===== src/rtl/mips_fetch_pkg.sv =====
// mips_fetch_pkg
// Shared definitions for the instruction fetch stage: fetch FSM state
// encoding and the geometry of the 8-byte instruction-memory line.
package mips_fetch_pkg;

    typedef enum logic {
        RUN  = 1'b0,   // serving instructions from the line buffer
        WAIT = 1'b1    // line request outstanding, counting memory latency
    } fetch_state_t;

    localparam int LINE_BYTES  = 8;
    localparam int INSTR_BYTES = 4;
    localparam int LINE_OFF_W  = 3;                 // byte offset within a line
    localparam int TAG_W       = 16 - LINE_OFF_W;   // line number, 13 bits

endpackage


===== src/rtl/instruction_fetch_if.sv =====
// instruction_fetch_if
// 64-bit instruction-memory read port.
//   mem_addr  : 16-bit line-aligned byte address (bits [2:0] always 0)
//   mem_rdata : 64-bit line, byte k of the line in bits [8k+7:8k]
// master = fetch stage (drives the address), slave = memory.
interface instruction_fetch_if;
    logic [15:0] mem_addr;
    logic [63:0] mem_rdata;

    modport master (output mem_addr, input  mem_rdata);
    modport slave  (input  mem_addr, output mem_rdata);
endinterface


===== src/rtl/instruction_fetch_line_buffer.sv =====
// fetch_line_buffer
// One-line instruction buffer: holds line data, tag and valid, performs the
// hit compare against the current PC and selects the 32-bit word.
// Ports:
//   clk, rst_n    : clock, async active-low reset (clears line/tag/valid)
//   i_fill        : capture i_fill_line / i_fill_tag this edge
//   i_fill_tag    : line number of the line being captured
//   i_fill_line   : 64-bit line from memory
//   i_pc_tag      : line number of the current PC
//   i_word_sel    : PC bit 2, selects upper/lower word
//   o_hit         : buffer valid and tag matches the PC
//   o_instr       : selected word (driven even when not a hit)
module fetch_line_buffer
    import mips_fetch_pkg::*;
(
    input  logic             clk,
    input  logic             rst_n,
    input  logic             i_fill,
    input  logic [TAG_W-1:0] i_fill_tag,
    input  logic [63:0]      i_fill_line,
    input  logic [TAG_W-1:0] i_pc_tag,
    input  logic             i_word_sel,
    output logic             o_hit,
    output logic [31:0]      o_instr
);
    logic [63:0]      r_line;
    logic [TAG_W-1:0] r_tag;
    logic             r_valid;

    // The buffer is only ever overwritten; valid drops only on reset since
    // instruction memory is read-only.
    always_ff @(posedge clk or negedge rst_n) begin
        if (!rst_n) begin
            r_line  <= '0;
            r_tag   <= '0;
            r_valid <= 1'b0;
        end else if (i_fill) begin
            r_line  <= i_fill_line;
            r_tag   <= i_fill_tag;
            r_valid <= 1'b1;
        end
    end

    assign o_hit   = r_valid && (r_tag == i_pc_tag);
    assign o_instr = i_word_sel ? r_line[63:32] : r_line[31:0];
endmodule


===== src/rtl/instruction_fetch.sv =====
// instruction_fetch
// Pipelined-MIPS fetch stage. Owns the PC, requests 8-byte lines from
// instruction memory, waits MEM_LATENCY cycles, captures the line into a
// one-line buffer and serves one 32-bit instruction per cycle on hits.
// Ports:
//   clk, rst_n    : clock, async active-low reset
//   stall         : decode cannot accept, hold the current instruction
//   redirect      : load redirect_pc (bits [1:0] ignored) as the new PC
//   imem          : memory port (mem_addr out, mem_rdata in)
//   instr         : instruction word at instr_pc
//   instr_pc      : current PC
//   instr_valid   : instr is valid this cycle
//   miss_count    : saturating count of line requests issued after reset
//                   (present only when IFETCH_STATS_EN is defined)
module instruction_fetch
    import mips_fetch_pkg::*;
#(
    parameter int          MEM_LATENCY = 5,
    parameter logic [15:0] RESET_PC    = 16'h0000
) (
    input  logic                clk,
    input  logic                rst_n,
    input  logic                stall,
    input  logic                redirect,
    input  logic [15:0]         redirect_pc,
    instruction_fetch_if.master imem,
    output logic [31:0]         instr,
    output logic [15:0]         instr_pc,
    output logic                instr_valid
`ifdef IFETCH_STATS_EN
    ,
    output logic [15:0]         miss_count
`endif
);
    localparam int               CNT_W    = (MEM_LATENCY < 1) ? 1 : $clog2(MEM_LATENCY + 1);
    localparam logic [CNT_W-1:0] CNT_DONE = CNT_W'(MEM_LATENCY);

    fetch_state_t     r_state, w_state_nxt;
    logic [15:0]      r_pc, w_pc_nxt;
    logic [CNT_W-1:0] r_wait_cnt, w_wait_cnt_nxt;
    logic [TAG_W-1:0] r_mem_tag, w_mem_tag_nxt;   // line currently requested
    logic [15:0]      w_target;
    logic             w_far_redirect;
    logic             w_hit, w_fill;
    logic [31:0]      w_instr;

    assign w_target = redirect_pc & 16'hFFFC;
    // A redirect outside the line being fetched must restart the request.
    assign w_far_redirect = redirect && (w_target[15:LINE_OFF_W] != r_mem_tag);

    fetch_line_buffer u_buf (
        .clk         (clk),
        .rst_n       (rst_n),
        .i_fill      (w_fill),
        .i_fill_tag  (r_mem_tag),
        .i_fill_line (imem.mem_rdata),
        .i_pc_tag    (r_pc[15:LINE_OFF_W]),
        .i_word_sel  (r_pc[2]),
        .o_hit       (w_hit),
        .o_instr     (w_instr)
    );

    assign instr         = w_instr;
    assign instr_pc      = r_pc;
    assign instr_valid   = w_hit && (r_state == RUN);
    assign imem.mem_addr = {r_mem_tag, {LINE_OFF_W{1'b0}}};

    always_ff @(posedge clk or negedge rst_n) begin
        if (!rst_n) begin
            r_state    <= WAIT;
            r_pc       <= RESET_PC & 16'hFFFC;
            r_wait_cnt <= '0;
            r_mem_tag  <= RESET_PC[15:LINE_OFF_W];
        end else begin
            r_state    <= w_state_nxt;
            r_pc       <= w_pc_nxt;
            r_wait_cnt <= w_wait_cnt_nxt;
            r_mem_tag  <= w_mem_tag_nxt;
        end
    end

    always_comb begin
        w_state_nxt    = r_state;
        w_pc_nxt       = r_pc;
        w_wait_cnt_nxt = r_wait_cnt;
        w_mem_tag_nxt  = r_mem_tag;
        w_fill         = 1'b0;
        case (r_state)
            RUN: begin
                // A redirect only moves the PC; a miss on the new PC is
                // detected on the following cycle.
                if (redirect) begin
                    w_pc_nxt = w_target;
                end else if (!w_hit) begin
                    w_mem_tag_nxt  = r_pc[15:LINE_OFF_W];
                    w_wait_cnt_nxt = '0;
                    w_state_nxt    = WAIT;
                end else if (!stall) begin
                    w_pc_nxt = r_pc + 16'd4;   // wraps 0xFFFC -> 0x0000
                end
            end
            WAIT: begin
                if (w_far_redirect) begin
                    w_pc_nxt       = w_target;
                    w_mem_tag_nxt  = w_target[15:LINE_OFF_W];
                    w_wait_cnt_nxt = '0;
                end else begin
                    // Same-line redirect leaves the outstanding fill alone.
                    if (redirect) w_pc_nxt = w_target;
                    if (r_wait_cnt == CNT_DONE) begin
                        w_fill      = 1'b1;
                        w_state_nxt = RUN;
                    end else begin
                        w_wait_cnt_nxt = r_wait_cnt + CNT_W'(1);
                    end
                end
            end
            default: w_state_nxt = WAIT;
        endcase
    end

`ifdef IFETCH_STATS_EN
    logic [15:0] r_miss_cnt;
    logic        w_issue;

    assign w_issue = ((r_state == RUN) && !redirect && !w_hit) ||
                     ((r_state == WAIT) && w_far_redirect);

    always_ff @(posedge clk or negedge rst_n) begin
        if (!rst_n)
            r_miss_cnt <= '0;
        else if (w_issue && (r_miss_cnt != 16'hFFFF))
            r_miss_cnt <= r_miss_cnt + 16'd1;
    end

    assign miss_count = r_miss_cnt;
`endif
endmodule


===== src/flat_wrapper.sv =====
// flat-port wrapper written by rule: the top's interface ports become plain ports
module instruction_fetch_flat import mips_fetch_pkg::*;
#(
    parameter int          MEM_LATENCY = 5,
    parameter logic [15:0] RESET_PC    = 16'h0000
)
  (clk, rst_n, stall, redirect, redirect_pc, instr, instr_pc, instr_valid, imem_mem_addr, imem_mem_rdata);
  instruction_fetch_if imem_i ();
  input  logic clk;
  input  logic rst_n;
  input  logic stall;
  input  logic redirect;
  input  logic [15:0] redirect_pc;
  output logic [31:0] instr;
  output logic [15:0] instr_pc;
  output logic instr_valid;
  output wire logic [$bits(imem_i.mem_addr)-1:0] imem_mem_addr;
  input wire logic [$bits(imem_i.mem_rdata)-1:0] imem_mem_rdata;
  assign imem_mem_addr = imem_i.mem_addr;
  assign imem_i.mem_rdata = imem_mem_rdata;
  instruction_fetch #(.MEM_LATENCY(MEM_LATENCY), .RESET_PC(RESET_PC)) u_core (.clk(clk), .rst_n(rst_n), .stall(stall), .redirect(redirect), .redirect_pc(redirect_pc), .imem(imem_i), .instr(instr), .instr_pc(instr_pc), .instr_valid(instr_valid));
endmodule

===== config.mk =====
export PLATFORM = sky130hd
export DESIGN_NAME = instruction_fetch_flat
export DESIGN_NICKNAME = d
export VERILOG_FILES = /design/src/rtl/mips_fetch_pkg.sv /design/src/rtl/instruction_fetch_if.sv /design/src/rtl/instruction_fetch_line_buffer.sv /design/src/rtl/instruction_fetch.sv /design/src/flat_wrapper.sv
export SDC_FILE = /design/constraint.sdc
export NUM_CORES = 1
export LEC_CHECK = 0
export ABC_AREA = 1
export BUFFER_PORTS_ARGS = -buffer_cell sky130_fd_sc_hd__buf_2
export CAP_MARGIN = 40
export CORE_MARGIN = 2
export CORE_UTILIZATION = 25
export CTS_CLUSTER_DIAMETER = 150
export DETAILED_ROUTE_END_ITERATION = 16
export PLACE_DENSITY = 0.5
export SYNTH_ARGS = -nofsm -noshare
export SYNTH_HDL_FRONTEND = slang
export SYNTH_SLANG_ARGS = --single-unit

===== constraint.sdc =====
create_clock -name clk -period 1.55 [get_ports clk]
set_input_delay 0.155 -clock clk [delete_from_list [all_inputs] [get_ports clk]]
set_output_delay 0.155 -clock clk [all_outputs]
set_load 0.01 [all_outputs]

==> summary.md, run 1 <==
| Metric | Value |
|---|---|
| Period utilisation layout | 121% |
| Vias after detailed routing | around 6500 |
| Worst setup margin | -0.331 ns |
| Min-delay worst type | input port to register |
| CTS tree | built |
| Detailed Route Iter0 Violations | 215 |
| Cells after Synth | 814 |
| Final Hold Vio Count | 0 |
| Die X | 156 um |
| Max-Cap Viols | 0 |
| Vias in the first global route | 6318 |
| Final Wtd Congestion | 0.843 |
| Final Net Count | 1258 |
| Maximum VDD drop | 0.000714 V |
| Most frequent cell after synthesis | nand2_1 |
| Max Root-Sink Buffers | 2 |
| Setup violators final | 139 |
| Drt wl/cell | 15.9 um |
| First-pass GRT wire length | 34100 um |
| CP endpoint kind | output pin |
| Routed Wire Length | 23200 um |
| Antenna Nets Post-Route | 0 |
| CTS clock-pin slew for the worst setup and hold paths | ~0.09 ns |
| P&R area growth vs syn | 93.5% |
| Router iterations before antenna repair | 5 |
| Main synth FF type | dfrtp_1 |
| I/O pins | ~150 |
| Count of different cell masters after synthesis | 30 |
| Antenna fix cells | 0 |
| R2R cell count | 13 |
| Worst clock skew | about 0.013 ns |
| Reg2Reg Launch Point | u_core.r_mem_tag[2]$_DFFE_PN0P_ |
| Crit Reg-Reg Endpoint | u_core.u_buf.r_line[44]$_DFFE_PN0P_ |
| CP Data Arrival Time | 1.73 ns |
| Dpl cells | 1314 |
| Pwr Total | 12.8 mW |
| Via-per-instance ratio | 4.48 |
| CP Launch Type | register |
| Flop2flop setup slack | -0.28 ns |
| Leakage power | about 5.9 nW |
| Total global routing overflow | 0 |
| Clk Latency, worst-skew pair | approximately 0.37 ns |
| Top cell type's share of synthesized area | approximately 47% |
| Die area | approximately 0.024 mm2 |
| Layout cells sized above 1 | 55.1% |
| Clock sink count | 109 |
| Antenna violations before repair | 0 |
| Data required, critical path | 1.39 ns |
| CTS buffer count | 9 |
| Port bufs | 141 |
| Period minus WS final | 1.88 ns |
| Synth area leader | dfrtp_1 |
| Initial Utilization | 25.4% |
| Sequential element share of the synthesized area | 47.4% |
| Failing checks | negative setup slack |
| Ranking of synthesized cells by area | dfrtp_1, nand2_1, inv_1, o21ai_0, nor2_1 |
| EDFF count, synth | 0 |
| #FFs+latches synth | 109 |
| Status | complete, but fails checks |
| WS Path Type | register to output pin |
| List of most frequent post-synthesis cells | nand2_1, dfrtp_1, inv_1 |
| CTS root buf | clkbuf_16 |
| GRT Total Usage | a little under a fifth |
| Ys async rst share | 100% |
| Worst setup endpoint | instr_valid |
| Std-Cell Rows | 55 |
| Slew Limit Fails | 0 |
| Mean Syn Cell Area | 7.08 um2 |
| RSZ-0062 raised after global routing | true |
| Detailed placement HPWL | 13200 um |
| Worst-path fanout max | 2 |
| Die H | approximately 160 um |
| Htree depth | 3 |
| Largest net degree at the start of global routing | 47 |
| YS warnings | 0 |
| Post-Synthesis Cell Area | 0.00576 mm2 |
| Post-route DRC violation count | 0 |
| Fin Hold WS | 0.00195 ns |
| Max Fclk | between 500 and 600 MHz |
| Final core utilization | around half |
| PD cells | 1150 mW/mm2 |
| Fin cells | 1460 |
| Core ar. | 0.0226 mm2 |
| Critical path origin | u_core.instr_pc[5]$_DFFE_PN0P_ |
critical path, cell delays in order (launching register included):
cell and delay, ns:
dfrtp_1 0.41, xnor2_1 0.18, buf_4 0.14, buf_6 0.08
nand4_1 0.09, nor4_2 0.21, buf_4 0.15, buf_6 0.09
through the flow:
step,worst slack (ns),instance area [um2],setup TNS (ns)
floorplan,0.0294,5770,0
global placement,-0.244,7570,-19.60
detailed placement,-0.220,7570,-19.16
CTS,-0.428,10100,-27.40
global route,-0.437,11100,-41.35
finish,-0.331,11100,-26.00
report_power, final:
| group | leakage, nW | internal [mW] | switching, mW |
|---|---|---|---|
| logic | 4.35 | 2.92 | 2.54 |
| clock network | 0.150 | 1.28 | 1.24 |
| registers | 1.38 | 3.83 | 1.02 |
| total | 5.87 | 8.04 | 4.80 |
cell families (layout without fill, tap and decap cells):
logic type / Yosys count / count (layout) / synth area share [%]
fa+ha+maj: 3 / 3 / 0.652
simple gates: 522 / 522 / 35.5
xor+xnor: 12 / 12 / 1.82
other cells: 1 / 5 / 0.0651
flops: 109 / 109 / 47.4
compound gates: 67 / 67 / 6.47
buf+inv: 100 / 457 / 8.10
area by class of cell:
type / count / area [um2]
fillers: 2064 / 11500
multi-input cells: 609 / 3830
repair buffers: 380 / 3680
flip-flops and latches: 109 / 2730
well taps: 285 / 357
inverters: 62 / 236
clock buffers: 9 / 225
clock inverters: 6 / 81.3
per-layer routing:
layer	vias to the layer above	wire length [um]	track usage (%)
li1	3208	-	-
met1	3139	9800	22.9
met2	165	11800	31.7
met3	35	1070	3.78
met4	0	495	4.94
met5	-	0	0
how the worst min path moves through the flow:
stage | startpoint | to | slack (ns) | cells after the start
after global placement | rst_n | u_core.r_mem_tag[5]$_DFFE_PN0P_ | 0.10 | 1
after floorplan | rst_n | u_core.instr_pc[10]$_DFFE_PN0P_ | -0.14 | 0
final | imem_mem_rdata[16] | u_core.u_buf.r_line[16]$_DFFE_PN0P_ | 0.002 | 3
after CTS | imem_mem_rdata[6] | u_core.u_buf.r_line[6]$_DFFE_PN0P_ | 0.0007 | 3
after detailed placement | rst_n | u_core.u_buf.r_tag[4]$_DFFE_PN0P_ | 0.10 | 1
after global routing | imem_mem_rdata[16] | u_core.u_buf.r_line[16]$_DFFE_PN0P_ | 0.007 | 3
sequential cells by signal (all words and copies together), names as in the netlist:
register,cells
u_core.u_buf.r_valid,1
u_core.r_wait_cnt,3
u_core.instr_pc,14
u_core.u_buf.r_tag,13
u_core.r_state,1
u_core.u_buf.r_line,64
u_core.r_mem_tag,13
cell usage in the layout (no fill, tap or decap), types with 13 or more instances in the layout:
cell,count
a21oi_1,13
buf_12,26
buf_16,17
buf_2,111
buf_4,114
buf_6,43
clkbuf_16,13
dfrtp_1,105
dlygate4sd3_1,56
inv_1,47
inv_2,14
nand2_1,202
nand2_2,155
nand2_4,91
nor2_1,32
o21ai_0,15
o21ai_1,19
o21ai_2,19
repair_timing:
item / 4_1_cts / 5_1_grt
gates resized for setup: 254 / 262
setup buffers: 41 / 23
pin swaps: 71 / 77
hold endpoints to repair: 73 / 1
gates cloned: 21 / 6
endpoints found under the setup margin: 142 / 143
hold buffers: 55 / 1
Note: power is estimated with default switching activity, not from simulation.
==> run 2: changes to the inputs <==
--- a/config.mk
+++ b/config.mk
@@ -9,10 +9,10 @@
 export BUFFER_PORTS_ARGS = -buffer_cell sky130_fd_sc_hd__buf_2
 export CAP_MARGIN = 40
 export CORE_MARGIN = 2
-export CORE_UTILIZATION = 25
+export CORE_UTILIZATION = 30
 export CTS_CLUSTER_DIAMETER = 150
 export DETAILED_ROUTE_END_ITERATION = 16
-export PLACE_DENSITY = 0.5
+export PLACE_DENSITY = 0.57
 export SYNTH_ARGS = -nofsm -noshare
 export SYNTH_HDL_FRONTEND = slang
 export SYNTH_SLANG_ARGS = --single-unit
==> summary.md, run 2 (synthesized netlist as in run 1, its figures left out) <==
| Metric | Value |
|---|---|
| Status | complete, but fails checks |
| Failing checks | negative setup slack |
| Via-per-instance ratio | 4.75 |
| First-pass GRT wire length | 34400 um |
| I/O pins | 149 |
| GRT Total Usage | between 20% and 30% |
| Vias after detailed routing | 6703 |
| Detailed placement HPWL | ~12000 um |
| Max Fclk | between 500 and 600 MHz |
| Post-route DRC violation count | 0 |
| Sum Neg Setup Slack | -39.15 ns |
| Final Hold Vio Count | 0 |
| Antenna violations before repair | 0 |
| Register with the most flip-flops | u_core.u_buf.r_line |
| Clock sink count | 109 |
| Htree depth | 3 |
| Period minus WS final | 1.96 ns |
| Max-Cap Viols | 0 |
| WS Path Type | register to register |
| Worst-path fanout max | 6 |
| Routed Wire Length | 23200 um |
| Initial Utilization | 30.7% |
| Max Root-Sink Buffers | 2 |
| Reg area | 0.00273 mm2 |
| Commonest non-fill, non-tap cell in the layout | nand2_1 |
| Fin Hold WS | 0.0220 ns |
| CP Data Arrival Time | about 2.3 ns |
| CP max stage cell | dfrtp_1 |
| CP cell instances | inv_1, nand2_1, nand2_1, nor2_1, nand2_1, nor2_1, nand2_1, buf_6, a21oi_4, buf_12, buf_8, buf_16, nand2_4, nand2_2 |
| Antenna Nets Post-Route | 0 |
| Die H | 143 um |
| Clk Latency, worst-skew pair | approximately 0.36 ns |
| P&R area growth vs syn | 88.4% |
| Placed Area | 0.00751 mm2 |
| CP Launch Type | register |
| Filler cells | 1608 |
| Antenna fix cells | 0 |
| CP most frequent cell | nand2_1 |
| Area of the multi-input gates | roughly 0.0037 mm2 |
| Final instance area | around 0.011 mm2 |
| Maximum VDD drop | 0.000797 V |
| Leakage power | 5.81 nW |
| Worst clock skew | 0.0101 ns |
| CP endpoint kind | register |
| Commonest cells after routing, fill and taps aside | nand2_1, nand2_2, buf_2, buf_4, dfrtp_1 |
| Die X | between 100 and 150 um |
| Min-delay worst type | input port to register |
| Die area | approximately 0.020 mm2 |
| Setup violators final | 142 |
| Port bufs | 141 |
| Largest net degree at the start of global routing | 52 |
| Std-Cell Rows | 50 |
| Critical Path Max Stage Delay | 0.42 ns |
| Router iterations before antenna repair | 6 |
| Critical path origin | u_core.r_mem_tag[1]$_DFFE_PN0P_ |
| Core ar. | 0.0188 mm2 |
| Slew Limit Fails | 0 |
| Data required, critical path | 1.85 ns |
| Period utilisation layout | 127% |
| Final Wtd Congestion | between 0.8 and 0.9 |
| CTS buffer count | 9 |
| Reg2Reg Launch Point | u_core.r_mem_tag[1]$_DFFE_PN0P_ |
| Final core utilization | 57.8% |
| RSZ-0062 raised after global routing | true |
| Vias in the first global route | 6667 |
| CTS clock-pin slew for the worst setup and hold paths | 0.08 ns |
| Largest register FFs | 64 |
| Pwr Total | ~13 mW |
| CTS root buf | clkbuf_16 |
| Worst setup margin | -0.414 ns |
| Drt wl/cell | 16.5 um |
| Total global routing overflow | 0 |
| Hold Path Origin | imem_mem_rdata[48] |
| CTS tree | built |
| PD cells | 1160 mW/mm2 |
| Detailed Route Iter0 Violations | 294 |
| Final Net Count | 1259 |
| Layout cells sized above 1 | 52.8% |
-- run 2: worst paths after layout --
kind / endpoint / slack, ns / cells after the start
min in group asynchronous: u_core.instr_pc[11]$_DFFE_PN0P_ / 0.24 / 2
worst max-delay path: u_core.u_buf.r_line[57]$_DFFE_PN0P_ / -0.41 / 14
worst max register to register: u_core.u_buf.r_line[57]$_DFFE_PN0P_ / -0.41 / 14
worst min-delay path: u_core.u_buf.r_line[48]$_DFFE_PN0P_ / 0.02 / 3
max in group asynchronous: u_core.r_state$_DFF_PN1_ / 0.67 / 3
worst min register to register: u_core.u_buf.r_line[56]$_DFFE_PN0P_ / 0.49 / 2
-- run 2: per-layer routing --
metal | wire length [um] | track usage [%] | up-vias
met5 | 0 | 0 | -
met4 | 567 | 6.83 | 0
met3 | 1090 | 4.71 | 40
met2 | 12000 | 39.2 | 231
met1 | 9580 | 26.4 | 3238
li1 | - | - | 3194
-- run 2: layout make-up --
| cell class | instances | share of cell area (%) |
|---|---|---|
| sequential | 109 | 25.2 |
| multi-input combinational | 609 | 34.2 |
| clock buffer | 9 | 2.08 |
| inverter | 62 | 2.18 |
| clock inverter | 7 | 0.934 |
| tap | 234 | 2.70 |
| timing repair buffer | 381 | 32.7 |
-- run 2: where the power goes --
group	total, mW	switching (mW)	leakage (nW)	internal, mW
clock network	2.54	1.24	0.159	1.31
logic	5.34	2.59	4.27	2.75
registers	4.75	0.922	1.38	3.83
total	12.6	4.75	5.81	7.88
-- run 2: worst max-delay path, delay by kind of cell (launching register included) --
kind / cells / cell delay (ns)
DFF: 1 / 0.42
and+or+nand+nor: 8 / 0.65
AOI/OAI and AO/OA: 1 / 0.19
buffers and inverters: 5 / 0.63
-- run 2: timing repair --
item                                   CTS  global route
setup endpoints to repair              141           142
setup buffers                           52            16
endpoints found under the hold margin   79             2
pin swaps                               38            62
gates resized for setup                243           223
hold buffers                            60             2
cloned                                  23             4
-- run 2: stage by stage --
step,cells,setup WS (ns)
finish,1411,-0.414
CTS,1406,-0.388
floorplan,818,0.0294
global placement,1258,-0.156
detailed placement,1258,-0.187
global route,1411,-0.506
==> run 3: changes to the inputs <==
--- a/config.mk
+++ b/config.mk
@@ -9,10 +9,12 @@
 export BUFFER_PORTS_ARGS = -buffer_cell sky130_fd_sc_hd__buf_2
 export CAP_MARGIN = 40
 export CORE_MARGIN = 2
-export CORE_UTILIZATION = 30
+export CORE_UTILIZATION = 40
+export CTS_BUF_LIST = sky130_fd_sc_hd__clkbuf_4
 export CTS_CLUSTER_DIAMETER = 150
 export DETAILED_ROUTE_END_ITERATION = 16
-export PLACE_DENSITY = 0.57
+export PLACE_DENSITY = 0.71
+export SLEW_MARGIN = 20
 export SYNTH_ARGS = -nofsm -noshare
 export SYNTH_HDL_FRONTEND = slang
 export SYNTH_SLANG_ARGS = --single-unit
==> summary.md, run 3 (synthesized netlist as in run 1, its figures left out) <==
| Metric | Value |
|---|---|
| Min-delay worst type | input port to asynchronous set/reset pin |
| Final Wtd Congestion | 0.874 |
| First-pass GRT wire length | between 30000 and 40000 um |
| Final instance area | 0.0109 mm2 |
| CP endpoint kind | output pin |
| GRT Total Usage | 30.5% |
| CP Launch Type | register |
| Vias after detailed routing | 7700 |
| Worst setup margin | -0.541 ns |
| RSZ-0062 raised after global routing | true |
| Via-per-instance ratio | ~5.7 |
| Filler cells | 760 |
| Detailed placement HPWL | 11100 um |
| Period utilisation layout | 135% |
| Max Root-Sink Buffers | 2 |
| CTS root buf | clkbuf_4 |
| Max-Cap Viols | 0 |
| Initial Utilization | between 40% and 50% |
| CP Data Arrival Time | 1.94 ns |
| PD cells | about 1100 mW/mm2 |
| CTS buffer count | 9 |
| Die X | approximately 120 um |
| Worst slew pin tran | about 0.68 ns |
| Worst-path fanout max | 4 |
| CTS tree | built |
| P&R area growth vs syn | 89.4% |
| WS Path Type | register to output pin |
| Total global routing overflow | 0 |
| Core ar. | approximately 0.014 mm2 |
| Register with the most flip-flops | u_core.u_buf.r_line |
| Antenna violations before repair | 1 |
| Vias in the first global route | between 7000 and 8000 |
| Die area | 0.0154 mm2 |
| Period minus WS final | 2.09 ns |
| Router iterations before antenna repair | 6 |
| Leakage power | 5.92 nW |
| Max Fclk | 478 MHz |
| Final Hold Vio Count | 0 |
| Status | complete, but fails checks |
| Data required, critical path | 1.39 ns |
| Dpl cells | 1191 |
| Slew headroom | between 50 and 60% |
| Antenna Nets Post-Route | 0 |
| Die H | 124 um |
| Largest net degree at the start of global routing | 45 |
| Failing checks | negative setup slack |
| Worst slack, placed | -0.175 ns |
| Largest register FFs | 64 |
| CTS clock-pin slew for the worst setup and hold paths | between 0.15 and 0.2 ns |
| Detailed Route Iter0 Violations | 778 |
| I/O pins | 149 |
| Setup violators final | 143 |
| Commonest cells after routing, fill and taps aside | nand2_1, nand2_2, buf_2, dfrtp_1, nand2_4 |
| Placed Area | 0.00726 mm2 |
| Commonest non-fill, non-tap cell in the layout | nand2_1 |
| Clock sink count | 109 |
| Port bufs | 141 |
| Fin cells | between 1000 and 1500 |
| Htree depth | 3 |
| Maximum VDD drop | 0.00100 V |
| Final Net Count | 1255 |
| Routed Wire Length | 29600 um |
| Worst clock skew | slightly above 0.04 ns |
| Layout cells sized above 1 | 54.6% |
| Std-Cell Rows | 43 |
| Slew Limit Fails | 0 |
| Pwr Total | 12.4 mW |
| Post-route DRC violation count | 0 |
| Drt wl/cell | 21.9 um |
| Clk Latency, worst-skew pair | 0.53 ns |
==> run 3: metal layers <==
layer	global-route usage (%)	routed length (um)	vias up
met4	13.6	2480	0
met5	0	0	-
met2	52.2	14100	645
li1	-	-	3198
met1	36.3	10000	3617
met3	7.55	3000	240
==> run 3: cell type report <==
class | instances | area (um2) | share of cell area (%)
Antenna cell | 1 | 2.50 | 0.0229
Timing Repair Buffer | 374 | 3610 | 33.1
Clock buffer | 10 | 75.1 | 0.688
Clock inverter | 6 | 46.3 | 0.424
Sequential cell | 109 | 2730 | 25.0
Inverter | 62 | 249 | 2.28
Multi-Input combinational cell | 612 | 3970 | 36.4
Tap cell | 180 | 225 | 2.06
==> run 3: worst max-delay path, stage by stage (launching register included) <==
cell     delay (ns)
dfrtp_1        0.46
nand2_1        0.14
nand2_1        0.07
nor2_1         0.12
nand4_1        0.12
nor4_2         0.26
buf_4          0.16
buf_6          0.09
==> run 3: metrics by stage <==
| stage | setup TNS (ns) | utilization (%) | hold slack, ns |
|---|---|---|---|
| CTS | -30.34 | 69.2 | 0.000409 |
| global placement | -10.10 | 51.9 | 0.0567 |
| global route | -54.26 | 78.0 | 0.0419 |
| floorplan | 0 | - | -0.141 |
| finish | -45.11 | 78.0 | 0.0377 |
| detailed placement | -13.83 | 51.9 | 0.0581 |
==> run 3: final timing paths <==
path	startpoint	end	slack, ns	cells past startpoint
min	rst_n	u_core.r_mem_tag[4]$_DFFE_PN0P_	0.04	2
max reg2reg	u_core.r_mem_tag[0]$_DFFE_PN0P_	u_core.u_buf.r_line[16]$_DFFE_PN0P_	-0.41	13
min in group clk	redirect_pc[9]	u_core.instr_pc[9]$_DFFE_PN0P_	0.04	5
min reg2reg	u_core.u_buf.r_line[4]$_DFFE_PN0P_	u_core.u_buf.r_line[4]$_DFFE_PN0P_	0.54	2
max in group asynchronous	rst_n	u_core.u_buf.r_line[26]$_DFFE_PN0P_	0.94	3
max	u_core.instr_pc[7]$_DFFE_PN0P_	instr_valid	-0.54	7
==> run 3: power breakdown <==
group | internal [mW] | switching (mW) | leakage [nW]
clock | 0.365 | 1.09 | 0.0691
combinational | 2.83 | 3.10 | 4.47
sequential | 3.82 | 1.23 | 1.38
==> run 3: repair_timing <==
item | in CTS | in global routing
setup buffers | 43 | 16
cloned | 23 | 4
pin swaps | 47 | 73
endpoints found under the hold margin | 184 | 0
setup endpoints to repair | 141 | 144
gates resized for setup | 202 | 340
hold buffers | 74 | 0
